[src/rtl/spi_word_bus_bridge.sv]
// Bridges SPI command words to single register-bus accesses; each frame's MISO
// word carries the response of the previous frame's access.
module spi_word_bus_bridge #(
    parameter int ADDR_WIDTH = 7,
    parameter int DATA_WIDTH = 24,
    parameter int TIMEOUT    = 255,
    localparam int WIDTH     = 1 + ADDR_WIDTH + DATA_WIDTH
) (
    input  logic                  system_clk,
    input  logic                  system_rst_n,
    input  logic [WIDTH-1:0]      spi_value_mosi,
    input  logic                  spi_value_valid,
    input  logic                  spi_cs_stop,
    output logic [WIDTH-1:0]      spi_value_miso,
    output logic                  bus_req,
    output logic                  bus_we,
    output logic [ADDR_WIDTH-1:0] bus_addr,
    output logic [DATA_WIDTH-1:0] bus_wdata,
    input  logic [DATA_WIDTH-1:0] bus_rdata,
    input  logic                  bus_ack,
    output logic                  busy,
    output logic                  overrun
);

    localparam int CNT_W = (TIMEOUT > 1) ? $clog2(TIMEOUT) : 1;
    localparam logic [CNT_W-1:0] CNT_LAST = CNT_W'(TIMEOUT - 1);

    typedef enum logic {
        IDLE = 1'b0,
        REQ  = 1'b1
    } state_t;

    state_t                state_q, state_d;
    logic                  we_q, we_d;
    logic [ADDR_WIDTH-1:0] addr_q, addr_d;
    logic [DATA_WIDTH-1:0] wdata_q, wdata_d;
    logic [WIDTH-1:0]      miso_q, miso_d;
    logic [CNT_W-1:0]      cnt_q, cnt_d;
    logic                  overrun_q, overrun_d;

    // Bus handshake: bus_req rises with we/addr/wdata stable and stays high
    // until the cycle after bus_ack is sampled high (or the timeout aborts);
    // bus_ack is ignored whenever bus_req is low.
    always_comb begin
        state_d   = state_q;
        we_d      = we_q;
        addr_d    = addr_q;
        wdata_d   = wdata_q;
        miso_d    = miso_q;
        cnt_d     = cnt_q;
        overrun_d = 1'b0;
        unique case (state_q)
            IDLE: begin
                if (spi_cs_stop) begin
                    if (spi_value_valid) begin
                        we_d    = spi_value_mosi[WIDTH-1];
                        addr_d  = spi_value_mosi[WIDTH-2:DATA_WIDTH];
                        wdata_d = spi_value_mosi[DATA_WIDTH-1:0];
                        cnt_d   = '0;
                        state_d = REQ;
                    end else begin
                        miso_d = '0;
                    end
                end
            end
            REQ: begin
                overrun_d = spi_cs_stop;
                cnt_d     = cnt_q + CNT_W'(1);
                // Ack has priority over a timeout landing in the same cycle.
                if (bus_ack) begin
                    miso_d  = {1'b1, addr_q, (we_q ? wdata_q : bus_rdata)};
                    state_d = IDLE;
                end else if (cnt_q == CNT_LAST) begin
                    miso_d  = {1'b0, addr_q, {DATA_WIDTH{1'b0}}};
                    state_d = IDLE;
                end
            end
            default: state_d = IDLE;
        endcase
    end

    always_ff @(posedge system_clk) begin
        if (!system_rst_n) begin
            state_q   <= IDLE;
            we_q      <= 1'b0;
            addr_q    <= '0;
            wdata_q   <= '0;
            miso_q    <= '0;
            cnt_q     <= '0;
            overrun_q <= 1'b0;
        end else begin
            state_q   <= state_d;
            we_q      <= we_d;
            addr_q    <= addr_d;
            wdata_q   <= wdata_d;
            miso_q    <= miso_d;
            cnt_q     <= cnt_d;
            overrun_q <= overrun_d;
        end
    end

    assign bus_req        = (state_q == REQ);
    assign busy           = (state_q == REQ);
    assign bus_we         = we_q;
    assign bus_addr       = addr_q;
    assign bus_wdata      = wdata_q;
    assign spi_value_miso = miso_q;
    assign overrun        = overrun_q;

endmodule
[config.mk]
export PLATFORM = sky130hd
export DESIGN_NAME = spi_word_bus_bridge
export DESIGN_NICKNAME = d
export VERILOG_FILES = /design/src/rtl/spi_word_bus_bridge.sv
export SDC_FILE = /design/constraint.sdc
export NUM_CORES = 1
export LEC_CHECK = 0
export BUFFER_PORTS_ARGS = -buffer_cell sky130_fd_sc_hd__buf_4
export CAP_MARGIN = 10
export CORE_ASPECT_RATIO = 1.2
export CORE_MARGIN = 2
export CORE_UTILIZATION = 35
export CTS_CLUSTER_SIZE = 14
export DETAILED_ROUTE_END_ITERATION = 8
export PLACE_DENSITY_LB_ADDON = 0.08
export SYNTH_ARGS = -nofsm -noshare
export SYNTH_HDL_FRONTEND = slang
export SYNTH_SLANG_ARGS = --single-unit
[constraint.sdc]
create_clock -name system_clk -period 1.6 [get_ports system_clk]
set_input_delay 0 -clock system_clk [delete_from_list [all_inputs] [get_ports system_clk]]
set_output_delay 0 -clock system_clk [all_outputs]
set_load 0.005 [all_outputs]
==> metrics.txt <==
Synth Area in XOR/XNOR=0.6192%; R2R Setup Slk=0.17 ns; Max-slew headroom=68.32%; Final TNS setup=0 ns; Final Setup Violations=0; unrepaired setup endpoints after global routing=no; number of cells on the critical path=4; Crit Path Class=reg -> reg; Cell Area, Synth=0.002829 mm^2; Die Footprint=0.008821 mm^2; via count=2,792; CTS tree=done; async set or reset register ratio after synthesis=0%; Final #Nets=545; final worst path period share=89.54%; DRT iter0 DRCs=75; critical path peak fanout=21; placer congestion estimate=0.7446; share of cells above drive strength 1=33.13%; post-CTS setup buffers=0; Post-DRT Antenna Nets=0; synth cell count leaders=dfxtp_1, nand2_1, a21oi_1, mux2i_1, o2bb2ai_1; Worst Skew=0.009235 ns; final count of hold timing violations=0; largest net degree at the start of global routing=27; slowest CP cell=or3b_1; layout filler cell count=693; reg2reg end=spi_value_miso[31]; vias in the first global route=2,780; Wirelength per Cell=14.28 um; R2R cell count=4; Initial DRT Pass Iterations=4; post-synth cell types=31; VDD IR max=484.4 uV; max_cap viols=0; most frequent cell after synthesis=dfxtp_1; worst min path class=in -> reg; Post-synth EDFFs=0; IO Count=128; dominant cells by area after synthesis=dfxtp_1, nand2_1, mux2i_1, o2bb2ai_1, a21oi_1; Worst path top cell family by delay=simple AND/OR/NAND/NOR gates; IO Port Bufs=127; leading area contributor after synthesis=dfxtp_1; Final Max Slew Viols=0; pwr/cell area=859.3 mW/mm^2; crit path time final=1.433 ns; core area=0.007751 mm^2; Critical path buffers and inverters=1; initial antenna violation count=0; Longest Clk Path Bufs=2; Critical path destination=spi_value_miso[31]; final WL=8254 um; CTS buffer count=9; Synth top area share=52.37%; DR vias/cell=4.830; Worst-path clk slew=0.08 ns; fin util=61.03%; Critical Path End Type=flip-flop; Pwr Total=0.004065 W; Area Overhead vs Synth=67.23%; Syn Inst Count=294; fmax=698.0 MHz; commonest register cell after synthesis=dfxtp_1; width of the die=86.07 um; mux cell area share after synthesis=8.492%; fin cells=578; status=completed; first-pass GRT wire length=13,390 um; WP data arrival=1.67 ns; # diodes=0; reg2reg start=bus_req; Tot GR Track Use=19.48%; YS warnings=0; worst-path cell chain=or3b_1, o2111a_1, buf_12, a22o_1; CP startpoint=bus_req; H-tree levels=3; grt total ovfl=0; largest family of logic cells by synthesized area=compound AO/OA/AOI/OAI gates; biggest cell delay along the critical path=0.40 ns; leakage power=1.995 nW; Post-Synth Simple-Gate Area=14.11%; Hold Path Stages=4; placed insts=503; clk_lat worst skew=0.35 ns; Syn Nets=357; clock sink count=74; floorplan row count=35; Avg Inst Size Synth=9.622 um^2; #FFs+latches synth=74; data required time of the worst path=1.84 ns; die height=102.5 um; crit start category=flip-flop; Detailed Place HPWL=5362 um; clock root buffer=clkbuf_8; initial core utilization=36.50%; sequential area share after synthesis=52.37%; adder-cell area share of the yosys netlist=0.8846%; worst slew pin tran=0.4747 ns; Synth Area in Compound Gates=18.84%; DR DRC count=0
-- flip-flops by register name, indices dropped and copies added (netlist names) --
| register | count |
|---|---|
| bus_addr | 7 |
| bus_req | 1 |
| bus_wdata | 24 |
| bus_we | 1 |
| cnt_q | 8 |
| overrun | 1 |
| spi_value_miso | 32 |
-- layer usage --
metal	GRT usage [%]	part of all wire [%]
met2	32.86	48
met1	23.12	44
met5	0	0
met4	7.448	2.1
met3	6.220	6.7
-- cell usage in the layout (no fill, tap or decap), types with 2 or more instances in the layout --
cell type and n:
a32o_1 7, or2_2 2, ha_1 2, bufinv_16 2, o211ai_1 3, nand4_2 2
nor2_1 3, nand3_1 3, inv_1 2, nand4_1 2, dfxtp_2 2, or3_1 3
a21oi_1 37, dfxtp_1 72, nand2_1 71, buf_4 136, clkinvlp_4 2, o2bb2ai_1 24
clkbuf_8 9, buf_12 4, mux2i_1 24, dlygate4sd3_1 60
-- worst reg2reg max path, cell delays in order, from the launching register on --
cell and delay [ns]:
dfxtp_1 0.35, or3b_1 0.40, o2111a_1 0.18, buf_12 0.17, a22o_1 0.22
-- cell type report --
type | count | area (um^2) | share of cell area (%)
clock buffers | 10 | 127.6 | 2.698
inverters | 2 | 7.507 | 0.1587
well taps | 92 | 115.1 | 2.433
multi-input cells | 195 | 1215 | 25.68
clock inverters | 5 | 80.08 | 1.693
repair buffers | 200 | 1702 | 35.97
flip-flops and latches | 74 | 1484 | 31.37
-- per-stage QoR --
stage / worst slack [ns] / instance area (um^2) / hold WS [ns]
CTS: 0.1198 / 4730 / 0.1338
floorplan: 0.2519 / 2829 / 0.1255
global placement: 0.1728 / 3921 / 0.2489
finish: 0.1674 / 4731 / 0.1367
detailed placement: 0.1307 / 3921 / 0.2496
global route: 0.05571 / 4731 / 0.2071
-- what timing repair did --
action,CTS,global route
endpoints found under the setup margin,0,1
hold buffers,60,0
endpoints found under the hold margin,62,0
resized for setup,0,1
-- worst min path at each step --
stage	start	to	slack, ns
2_1_floorplan	bus_ack	spi_value_miso[31]	0.13
3_3_place_gp	spi_value_mosi[5]	bus_wdata[5]	0.25
3_5_place_dp	spi_value_mosi[31]	bus_we	0.25
4_1_cts	spi_value_valid	cnt_q[0]	0.13
5_1_grt	spi_value_valid	cnt_q[0]	0.21
6_report	spi_value_valid	cnt_q[0]	0.14
-- logic make-up (layout without fill, tap and decap cells) --
family / after synthesis / in the layout
mux: 24 / 24
simple gates: 91 / 91
fa+ha+maj: 2 / 2
compound gates: 76 / 76
buf+inv: 25 / 217
xor+xnor: 2 / 2
flops: 74 / 74
-- where the power goes --
part | switching [W] | total (W) | internal, W
Sequential | 0.0000435 | 0.00194 | 0.00190
Combinational | 0.000229 | 0.000585 | 0.000356
Clock | 0.000669 | 0.00154 | 0.000867
Total | 0.000942 | 0.00407 | 0.00312
Power figures use the tool's default switching activity.
